## config.mk

```make
export PLATFORM = sky130hd
export DESIGN_NAME = alu_ctrl_decode
export DESIGN_NICKNAME = d
export VERILOG_FILES = /design/src/rtl/alu_ctrl_decode.sv
export SDC_FILE = /design/constraint.sdc
export NUM_CORES = 1
export LEC_CHECK = 0
export BUFFER_PORTS_ARGS = -buffer_cell sky130_fd_sc_hd__buf_2
export CAP_MARGIN = 10
export CORE_MARGIN = 4
export CORE_UTILIZATION = 25
export DETAILED_ROUTE_END_ITERATION = 10
export PLACE_DENSITY_LB_ADDON = 0.05
export SLEW_MARGIN = 20
export SYNTH_ARGS = -nofsm -noshare
export SYNTH_HDL_FRONTEND = slang
export SYNTH_SLANG_ARGS = --single-unit
```

## constraint.sdc

```tcl
create_clock -name clk -period 4.5 [get_ports clk]
set_input_delay 0.225 -clock clk [delete_from_list [all_inputs] [get_ports clk]]
set_output_delay 0.225 -clock clk [all_outputs]
set_load 0.005 [all_outputs]
```

## src/rtl/alu_ctrl_decode.sv

```systemverilog
// rtl/alu_ctrl_decode.sv - MIPS opcode/funct decode into ALU control, registered into a one-entry ID/EX stage
// Also tracks a saturating count of accepted illegal encodings.
module alu_ctrl_decode #(
  parameter int CNT_W = 8
) (
  input  logic             clk,
  input  logic             rst_n,
  input  logic             in_valid,
  output logic             in_ready,
  input  logic [31:0]      instr,
  input  logic             flush,
  output logic             out_valid,
  input  logic             out_ready,
  output logic [3:0]       alu_control,
  output logic             alu_src_imm,
  output logic [31:0]      imm_ext,
  output logic [4:0]       rs,
  output logic [4:0]       rt,
  output logic [4:0]       dest_reg,
  output logic             reg_write,
  output logic             is_branch,
  output logic             illegal,
  output logic [CNT_W-1:0] illegal_cnt
);

  localparam logic [3:0] ALU_AND = 4'b0000;
  localparam logic [3:0] ALU_OR  = 4'b0001;
  localparam logic [3:0] ALU_ADD = 4'b0010;
  localparam logic [3:0] ALU_SUB = 4'b0110;
  localparam logic [3:0] ALU_SLT = 4'b0111;
  localparam logic [3:0] ALU_NOR = 4'b1100;

  localparam logic [5:0] OP_RTYPE = 6'h00;
  localparam logic [5:0] OP_BEQ   = 6'h04;
  localparam logic [5:0] OP_ADDIU = 6'h09;
  localparam logic [5:0] OP_SLTIU = 6'h0B;
  localparam logic [5:0] OP_ANDI  = 6'h0C;
  localparam logic [5:0] OP_ORI   = 6'h0D;
  localparam logic [5:0] OP_LW    = 6'h23;
  localparam logic [5:0] OP_SW    = 6'h2B;

  localparam logic [5:0] FN_ADDU = 6'h21;
  localparam logic [5:0] FN_SUBU = 6'h23;
  localparam logic [5:0] FN_AND  = 6'h24;
  localparam logic [5:0] FN_OR   = 6'h25;
  localparam logic [5:0] FN_NOR  = 6'h27;
  localparam logic [5:0] FN_SLTU = 6'h2B;

  localparam logic [CNT_W-1:0] CNT_MAX = {CNT_W{1'b1}};
  localparam logic [CNT_W-1:0] CNT_ONE = {{(CNT_W-1){1'b0}}, 1'b1};

  logic [5:0]  opcode;
  logic [5:0]  funct;
  logic [4:0]  f_rs;
  logic [4:0]  f_rt;
  logic [4:0]  f_rd;
  logic [31:0] imm_sext;
  logic [31:0] imm_zext;

  logic [3:0]  d_alu;
  logic        d_src_imm;
  logic [31:0] d_imm;
  logic [4:0]  d_dest;
  logic        d_reg_write;
  logic        d_branch;
  logic        d_illegal;

  logic        accept;
  logic        unused_shamt;

  assign opcode   = instr[31:26];
  assign f_rs     = instr[25:21];
  assign f_rt     = instr[20:16];
  assign f_rd     = instr[15:11];
  assign funct    = instr[5:0];
  assign imm_sext = {{16{instr[15]}}, instr[15:0]};
  assign imm_zext = {16'h0000, instr[15:0]};

  // Shift amount is not used by any supported operation.
  assign unused_shamt = ^instr[10:6];

  always_comb begin
    d_alu       = ALU_AND;
    d_src_imm   = 1'b0;
    d_imm       = imm_sext;
    d_dest      = 5'd0;
    d_reg_write = 1'b0;
    d_branch    = 1'b0;
    d_illegal   = 1'b0;
    unique case (opcode)
      OP_RTYPE: begin
        d_dest      = f_rd;
        d_reg_write = 1'b1;
        unique case (funct)
          FN_ADDU: d_alu = ALU_ADD;
          FN_SUBU: d_alu = ALU_SUB;
          FN_AND:  d_alu = ALU_AND;
          FN_OR:   d_alu = ALU_OR;
          FN_NOR:  d_alu = ALU_NOR;
          FN_SLTU: d_alu = ALU_SLT;
          default: begin
            d_illegal   = 1'b1;
            d_dest      = 5'd0;
            d_reg_write = 1'b0;
          end
        endcase
      end
      OP_ADDIU, OP_SLTIU, OP_LW: begin
        d_alu       = (opcode == OP_SLTIU) ? ALU_SLT : ALU_ADD;
        d_src_imm   = 1'b1;
        d_dest      = f_rt;
        d_reg_write = 1'b1;
      end
      OP_ANDI, OP_ORI: begin
        d_alu       = (opcode == OP_ORI) ? ALU_OR : ALU_AND;
        d_src_imm   = 1'b1;
        d_imm       = imm_zext;
        d_dest      = f_rt;
        d_reg_write = 1'b1;
      end
      OP_SW: begin
        d_alu     = ALU_ADD;
        d_src_imm = 1'b1;
      end
      OP_BEQ: begin
        d_alu    = ALU_SUB;
        d_branch = 1'b1;
      end
      default: d_illegal = 1'b1;
    endcase
  end

  assign in_ready = !out_valid || out_ready;
  assign accept   = in_valid && in_ready && !flush;

  always_ff @(posedge clk or negedge rst_n) begin
    if (!rst_n) begin
      out_valid   <= 1'b0;
      alu_control <= 4'd0;
      alu_src_imm <= 1'b0;
      imm_ext     <= 32'd0;
      rs          <= 5'd0;
      rt          <= 5'd0;
      dest_reg    <= 5'd0;
      reg_write   <= 1'b0;
      is_branch   <= 1'b0;
      illegal     <= 1'b0;
      illegal_cnt <= '0;
    end else if (flush) begin
      out_valid <= 1'b0;
    end else if (accept) begin
      out_valid   <= 1'b1;
      alu_control <= d_alu;
      alu_src_imm <= d_src_imm;
      imm_ext     <= d_imm;
      rs          <= f_rs;
      rt          <= f_rt;
      dest_reg    <= d_dest;
      reg_write   <= d_reg_write;
      is_branch   <= d_branch;
      illegal     <= d_illegal;
      if (d_illegal && (illegal_cnt != CNT_MAX)) begin
        illegal_cnt <= illegal_cnt + CNT_ONE;
      end
    end else if (out_ready) begin
      out_valid <= 1'b0;
    end
  end

endmodule

```

==> impl_metrics.ini, run 1 <==
[worst_setup_path]
path_max_fanout = 4
path_depth = 6
start_kind = flop
worst_r2r_path_depth = 6
cp_top_family = simple AND/OR/NAND/NOR gates
path_buf_inv = 0
rrSetupSlack_ps = 2750
cpPeakStageDelay_ps = 420
required_ps = 4680
cpMaxStageDelayCell = dfrtp_1
r2r_start = illegal_cnt[0]
arrival_ps = 1930
path_class = flop to flop
crit_chain = ha_1 > nand4_1 > nor2_1 > nor3_2 > nand3_2 > mux2_1
r2r-end = illegal_cnt[1]
cp-end-kind = flop

[outcome]
status = complete, no violations

[logic_synthesis]
synth.most_common_cell = dfrtp_1
synth-main-ff-cell = dfrtp_1
syn_avg_cell_area_um2 = 11.3
synth_edf_count = 0
synthTopCellsByArea = dfrtp_1 50%, mux2_1 6.4%, mux2_2 5.9%, buf_4 5.5%, a22o_1 3.5%
async_flop_share_pct = 100
synth_common_cells = 49 x dfrtp_1, 18 x buf_4, 17 x nand2_1
synth_seq_area_share_pct = 49.6
synth_cell_types = 48
yosys.area.top_type = dfrtp_1
yosys_warnings = 0
synth_top_area_share_pct = 49.6
netlist_area_um2 = 2470
syn_inst = 219
synth_nets = 257
ys_ff_latch = 49

[clocking]
cts_hold_buf = 0
path_clk_slew_ps = 90
clk_latency_ps = 310
cts_resized = 0
cts_setup_buffers = 0
tritoncts = built
clock_path_buffers = 2
cts_buffers = 5
clkSinkCount = 49
root_buffer = clkbuf_8
htreeDepth = 2

[sta]
finalCritPeriodShare_pct = 38.8
fmax_mhz = 572
rsz0062_at_grt = no
relSlewSlack_pct = 56.4
drv_slew = 0
worst_pin_slew_ps = 655
min_period_ps = 1750
fin_setup_tns_ps = 0
timing.final.ws_setup_ps = 2750
fin_skew_ps = 9.43
hold_viol = 0
finalSetupViolCount = 0

[placed_design]
dp_slack_ps = 2350
dpl.hpwl_um = 4610
place.gp.congestion = 0.674
io_buffers = 101

[floorplan]
core_area_um2 = 9680
dieArea_um2 = 11500
rows = 36
die_y_um = 107
io_pins = 102
start_util_pct = 25.5
die_w_um = 107

[job]
maxCapViolCount = 0

[pwr]
power.density_nw_per_um2 = 366
p_leak_nw = 1.46
vdd_ir_drop_max_mv = 0.171

[global_route]
grt_max_degree = 50
grt_pass1_wl_um = 10300
antenna_found_initial = 0
overflow = 0
grt_pass1_vias = 1928
grt_util_all_layers_pct = 11.3

[drt]
dr_total_vias = 1930
drtIter0Drc = 32
drtPass1Iterations = 4
routedWlPerCell_um = 14.6
wl_um = 6350
drc = 0
antenna_left = 0
routed_via_density = 4.43

[final_layout]
final_nets = 340
diodes = 0
drive_above_1_share_pct = 44.2
syn_to_final_growth_pct = 24.8
largest_register_ffs = 17
top_register = imm_ext
fillers = 1053
top_regs = imm_ext: 17 flops, illegal_cnt: 8 flops
fin_util_pct = 31.9

[min_path]
min_path_type = input port to asynchronous set/reset pin
==> final cells by class <==
type / count / area [µm²] / share of cell area, %
timing repair buffer: 102 / 513 / 16.6
inverter: 6 / 22.5 / 0.730
clock inverter: 2 / 38.8 / 1.26
sequential: 49 / 1230 / 39.7
multi-input combinational: 138 / 1050 / 33.9
clock buffer: 6 / 72.6 / 2.35
tap: 133 / 166 / 5.39
==> power breakdown <==
group,switching (mW),internal (mW)
sequential,0.0544,0.506
combinational,0.116,0.131
clock,0.155,0.167
total,0.325,0.805
==> cell usage in the layout (no fill, tap or decap), drive strengths merged, types with 2 or more instances in the layout <==
master | synthesis | routed
o21ai | 13 | 13
nand2b | 3 | 3
nand2 | 17 | 17
clkbuf | 2 | 6
a21oi | 8 | 8
xnor2 | 5 | 5
nor3 | 2 | 2
nor2 | 10 | 10
a21o | 2 | 2
mux2 | 27 | 27
nor2b | 4 | 4
a22o | 10 | 10
dfrtp | 49 | 49
nor4 | 3 | 3
nand4 | 6 | 6
buf | 24 | 102
nand3 | 8 | 8
inv | 6 | 6
==> stage by stage <==
stage	std cells	power (mW)	hold WS, ps	area [µm²]
floorplan	219	0.709	-70.6	2470
global placement	428	0.822	391	2970
detailed placement	428	0.823	385	2970
CTS	436	1.16	43.2	3080
global route	436	1.21	61.2	3090
finish	436	1.13	21.6	3090
==> layer usage <==
layer	up-vias	part of all wire, %	routed length, µm	GRT usage, %
met3	5	6.4	404	2.64
met1	930	46	2950	15.2
met2	65	46	2930	18.3
met4	0	1.1	67	2.98
met5	-	0	0	0
li1	930	-	-	-
==> cells by family (layout without fill, tap and decap cells) <==
kind of cell / count (synthesis) / after routing / synth area share, %
simple gates: 62 / 62 / 14.4
flops: 49 / 49 / 49.6
compound gates: 42 / 42 / 12.7
buf+inv: 32 / 116 / 8.40
mux: 27 / 27 / 12.3
xor+xnor: 6 / 6 / 2.12
fa+ha+maj: 1 / 1 / 0.506
==> worst max-delay path by stage <==
| stage | from | to | slack [ps] |
|---|---|---|---|
| 3_5_place_dp | in_valid | alu_control[0] | 2350 |
| 3_3_place_gp | flush | alu_control[0] | 2340 |
| 6_report | illegal_cnt[0] | illegal_cnt[1] | 2750 |
| 4_1_cts | out_valid | alu_control[0] | 2380 |
| 5_1_grt | out_valid | alu_control[2] | 2620 |
| 2_1_floorplan | instr[27] | illegal_cnt[6] | 2890 |
==> worst reg2reg max path, delay by kind of cell (launching register included) <==
| family | cells | cell delay, ps |
|---|---|---|
| flip-flops | 1 | 420 |
| multiplexers | 1 | 320 |
| AND/OR/NAND/NOR | 4 | 670 |
| adder cells (fa/ha/maj) | 1 | 230 |
Note: power is estimated with default switching activity, not from simulation.
==> run 2: changes to the inputs <==
==> constraint.sdc (replaced) <==
create_clock -name clk -period 1.48 [get_ports clk]
set_input_delay 0.074 -clock clk [delete_from_list [all_inputs] [get_ports clk]]
set_output_delay 0.074 -clock clk [all_outputs]
set_load 0.005 [all_outputs]
==> impl_metrics.ini, run 2 (same netlist as run 1, synthesis figures left out) <==
[worst_setup_path]
rrSetupSlack_ps = -20
crit_chain = ha_2 > nand4_1 > nor2_2 > nor3_2 > nand3_2 > mux2_4
path_buf_inv = 0
worst_r2r_path_depth = 6
start_kind = flop
cp-end-kind = flop
arrival_ps = 1690
r2r_start = illegal_cnt[1]
path_class = flop to flop
r2r-end = illegal_cnt[1]
path_max_fanout = 4
required_ps = 1670
cpPeakStageDelay_ps = 400
cp_top_family = simple AND/OR/NAND/NOR gates
cpMaxStageDelayCell = dfrtp_1

[clocking]
clk_latency_ps = 310
htreeDepth = 2
clkSinkCount = 49
tritoncts = built
cts_buffers = 5
clock_path_buffers = 2
root_buffer = clkbuf_8
path_clk_slew_ps = 100

[sta]
holdWs_ps = 17.7
finalCritPeriodShare_pct = 101
relSlewSlack_pct = 75.2
min_period_ps = 1500
drv_slew = 0
rsz0062_at_grt = yes
worst_pin_slew_ps = 371
fmax_mhz = 667
fin_setup_tns_ps = -19.0
finalSetupViolCount = 1
fin_skew_ps = 10.5
hold_viol = 0
timing.final.ws_setup_ps = -19.0

[final_layout]
layout_commonest_cell = buf_2
drive_above_1_share_pct = 51.8
final_cells = 496
largest_register_ffs = 17
seqCellArea_um2 = 1230
mostFrequentLayoutCells = 101 x buf_2, 49 x dfrtp_1, 42 x buf_4
top_regs = imm_ext: 17 flops, illegal_cnt: 8 flops
diodes = 0
syn_to_final_growth_pct = 47.6
fin_util_pct = 37.7
multiInputGateArea_um2 = 1080
fillers = 1021
final_cell_area_um2 = 3650
final_nets = 400
top_register = imm_ext

[drt]
dr_total_vias = 2133
routed_via_density = 4.30
drtIter0Drc = 62
wl_um = 6880
routedWlPerCell_um = 13.9
drtPass1Iterations = 4
drc = 0
antenna_left = 0

[placed_design]
io_buffers = 101
place_inst = 471
dpl.hpwl_um = 5180
place.gp.congestion = 0.735
dp_slack_ps = -100
place_area_um2 = 3340

[min_path]
min_delay_worst_endpoint = imm_ext[13]
whs_path_depth = 2
min_path_type = input port to flop
min-delay-start = instr[13]

[floorplan]
start_util_pct = 25.5
rows = 36
die_w_um = 107
core_area_um2 = 9680
die_y_um = 107
dieArea_um2 = 11500
io_pins = 102

[pwr]
sequentialPowerShare_pct = 44.6
power.share.switching_pct = 28.1
total_power_mw = 3.70
p_int_mw = 2.66
power.density_nw_per_um2 = 1010
vdd_ir_drop_max_mv = 0.534
p_leak_nw = 1.77
clkPwrFrac_pct = 26.6
p_sw_mw = 1.04
p_comb_share_pct = 28.7

[global_route]
grt_pass1_vias = 2265
grt_util_all_layers_pct = 12.4
grt_max_degree = 50
antenna_found_initial = 0
grt_pass1_wl_um = 11200
overflow = 0

[job]
maxCapViolCount = 0

[outcome]
status = finished, violations left
violations = setup timing
==> run 2: changes by cell type in the layout (fill, tap and decap cells not counted), moves of 3 or more <==
cell | before | now
buf_4 | 1 | 42
dlygate4sd3_1 | 0 | 16
buf_12 | 0 | 3
mux2_1 | 14 | 11
mux2_4 | 0 | 3
==> run 2: cell type report <==
cell class / instances / area share [%]
sequential: 49 / 33.6
multi-input combinational: 138 / 29.6
timing repair buffer: 162 / 28.5
tap: 133 / 4.56
clock buffer: 5 / 1.88
clock inverter: 3 / 1.27
inverter: 6 / 0.617
==> run 2: repair_timing <==
| action | 4_1_cts | 5_1_grt |
|---|---|---|
| resized for setup | 0 | 6 |
| setup buffers | 0 | 1 |
| pin swaps | 1 | 5 |
| hold endpoints to repair | 63 | 0 |
| hold buffers | 16 | 0 |
| endpoints found under the setup margin | 4 | 15 |
==> run 2: worst max-delay path by stage <==
stage | start | end | slack (ps) | cells after the start
after floorplan | illegal_cnt[0] | illegal_cnt[1] | -30 | 6
after global placement | instr[26] | illegal_cnt[7] | -70 | 7
after detailed placement | instr[26] | illegal_cnt[6] | -100 | 7
after CTS | illegal_cnt[1] | illegal_cnt[1] | -30 | 6
after global routing | illegal_cnt[1] | illegal_cnt[1] | -110 | 6
final | illegal_cnt[1] | illegal_cnt[1] | -20 | 6
==> run 2: power by group through the flow <==
stage                     registers (mW)  clock network, mW  logic (mW)
after global placement              1.68                  0        1.04
after CTS                           1.65               1.04        1.07
after detailed placement            1.68                  0        1.03
after global routing                1.69               1.10        1.20
after floorplan                     1.73                  0       0.442
final                               1.65              0.986        1.06
==> run 2: metal layers <==
| metal | vias up | global-route usage (%) | wire length, µm |
|---|---|---|---|
| li1 | 1051 | - | - |
| met1 | 1013 | 15.6 | 3180 |
| met2 | 65 | 21.2 | 3250 |
| met3 | 4 | 3.24 | 403 |
| met4 | 0 | 3.25 | 55 |
| met5 | - | 0 | 0 |
==> run 3: changes to the inputs <==
--- a/config.mk
+++ b/config.mk
@@ -5,10 +5,12 @@
 export SDC_FILE = /design/constraint.sdc
 export NUM_CORES = 1
 export LEC_CHECK = 0
+export ABC_AREA = 1
 export BUFFER_PORTS_ARGS = -buffer_cell sky130_fd_sc_hd__buf_2
 export CAP_MARGIN = 10
 export CORE_MARGIN = 4
 export CORE_UTILIZATION = 25
+export CTS_CLUSTER_SIZE = 20
 export DETAILED_ROUTE_END_ITERATION = 10
 export PLACE_DENSITY_LB_ADDON = 0.05
 export SLEW_MARGIN = 20
==> impl_metrics.ini, run 3 <==
[outcome]
status = complete, no violations

[global_route]
grt_util_all_layers_pct = 11.8
grt_max_degree = 50
antenna_found_initial = 0
grt_pass1_wl_um = 10800
grt_pass1_vias = 2201
overflow = 0

[job]
maxCapViolCount = 0

[clocking]
clkSinkCount = 49
clk_latency_ps = 300
tritoncts = built
cts_buffers = 5
clock_path_buffers = 2
root_buffer = clkbuf_8
path_clk_slew_ps = 100
htreeDepth = 2

[logic_synthesis]
synth_cell_types = 24
synth_common_cells = 117 x nand2_1, 49 x dfrtp_1, 23 x inv_1
synth_edf_count = 0
muxShareOfSynthArea_pct = 0
yosys.area.top_type = dfrtp_1
synth-xor-area-share_pct = 2.12
synth_seq_area_share_pct = 49.5
synth_top_area_share_pct = 49.5
synth-main-ff-cell = dfrtp_1
synth_compound_area_share_pct = 5.15
syn_avg_cell_area_um2 = 8.12
synthSimpleGateAreaFrac_pct = 32.2
synthTopCellsByArea = dfrtp_1 50%, nand2_1 18%, buf_4 5.5%, inv_1 3.5%, nand3_1 3.4%
synth.most_common_cell = nand2_1
synth_top_family_by_area = simple AND/OR/NAND/NOR gates
async_flop_share_pct = 100
synthAdderAreaFrac_pct = 0.505
syn_inst = 305
yosys_warnings = 0
synth_nets = 343
ys_ff_latch = 49
netlist_area_um2 = 2480

[final_layout]
final_nets = 460
top_regs = imm_ext: 17 flops, illegal_cnt: 8 flops
diodes = 0
layout_commonest_cell = nand2_1
mostFrequentLayoutCells = 117 x nand2_1, 101 x buf_2, 49 x dfrtp_1
fillers = 1070
drive_above_1_share_pct = 37.1
largest_register_ffs = 17
final_cells = 556
syn_to_final_growth_pct = 41.2
top_register = imm_ext
fin_util_pct = 35.9
final_cell_area_um2 = 3500

[sta]
finalCritPeriodShare_pct = 93.8
relSlewSlack_pct = 76.1
drv_slew = 0
finalSetupViolCount = 0
worst_pin_slew_ps = 359
fin_setup_tns_ps = 0
fmax_mhz = 720
min_period_ps = 1390
timing.final.ws_setup_ps = 91.6
holdWs_ps = 15.6
fin_skew_ps = 14.1
hold_viol = 0

[placed_design]
dpl.hpwl_um = 4930
place_area_um2 = 3100
io_buffers = 101
place_inst = 525
dp_slack_ps = 36.9
place.gp.congestion = 0.698

[drt]
wl_met3_um = 361
antenna_left = 0
wl_met1_um = 3160
met2_length_um = 3140
routedWlPerCell_um = 12.1
routed_via_density = 4.00
wl_um = 6730
drtPass1Iterations = 4
drtIter0Drc = 84
highest_layer = met4
dr_total_vias = 2226
drc = 0

[worst_setup_path]
cpMaxStageDelayCell = dfrtp_1
r2r_start = out_valid
crit_chain = inv_1 > nor2_1 > nor3_4 > buf_6 > nand3_2 > nor2_4 > buf_12 > nand3_1 > nand2_1
r2r-end = illegal_cnt[3]
cpPeakStageDelay_ps = 390
start_kind = flop
required_ps = 1730
rrSetupSlack_ps = 90
path_class = flop to flop
worst_r2r_path_depth = 9
cp-end-kind = flop
arrival_ps = 1640
path_max_fanout = 8

[pwr]
total_power_mw = 3.28
vdd_ir_drop_max_mv = 0.419
power.density_nw_per_um2 = 940
p_leak_nw = 1.93

[floorplan]
dieArea_um2 = 11600
core_area_um2 = 9730
io_pins = 102
start_util_pct = 25.5
die_y_um = 108
rows = 36
die_w_um = 108

[min_path]
min-delay-start = instr[4]
whs_path_depth = 3
min_delay_worst_endpoint = imm_ext[4]
min_path_type = input port to flop
## run 3: logic make-up after synthesis
group                      after synthesis
and+or+nand+nor                        174
buffers and inverters                   50
DFF                                     49
AOI/OAI and AO/OA                       25
xor gates and xnor gates                 6
adders and majority gates                1
## run 3: layout make-up
cell class,instances,area (µm²),share of cell area (%)
inverters,27,101,2.90
flip-flops and latches,49,1230,35.1
repair buffers,133,851,24.3
multi-input cells,206,1060,30.5
clock buffers,5,68.8,1.97
well taps,133,166,4.76
clock inverters,3,17.5,0.501
## run 3: how the worst max path moves through the flow
| stage | from | endpoint | slack, ps | cells past startpoint |
|---|---|---|---|---|
| 2_1_floorplan | illegal_cnt[0] | illegal_cnt[0] | 100 | 7 |
| 3_5_place_dp | out_valid | illegal_cnt[4] | 40 | 7 |
| 3_3_place_gp | illegal_cnt[0] | illegal_cnt[3] | 70 | 7 |
| 4_1_cts | out_valid | illegal_cnt[4] | 9 | 7 |
| 6_report | out_valid | illegal_cnt[3] | 90 | 9 |
| 5_1_grt | out_valid | illegal_cnt[5] | -3 | 8 |
## run 3: power by group
part / internal, mW / switching [mW]
sequential: 1.51 / 0.127
clock: 0.328 / 0.472
combinational: 0.417 / 0.425
total: 2.26 / 1.02
## run 3: worst max-delay path, delay by kind of cell (launching register included)
family / cells / cell delay, ps
buf+inv: 3 / 330
flops: 1 / 390
simple gates: 6 / 600
## run 3: per-layer routing
metal / up-vias / track usage [%]
li1: 1167 / -
met2: 55 / 18.9
met5: - / 0
met4: 0 / 2.98
met3: 5 / 2.52
met1: 999 / 16.1
## run 3: timing repair
action	4_1_cts	5_1_grt
resized for setup	0	16
setup endpoints to repair	0	22
setup buffers	0	4
hold endpoints to repair	67	0
hold buffers	19	0
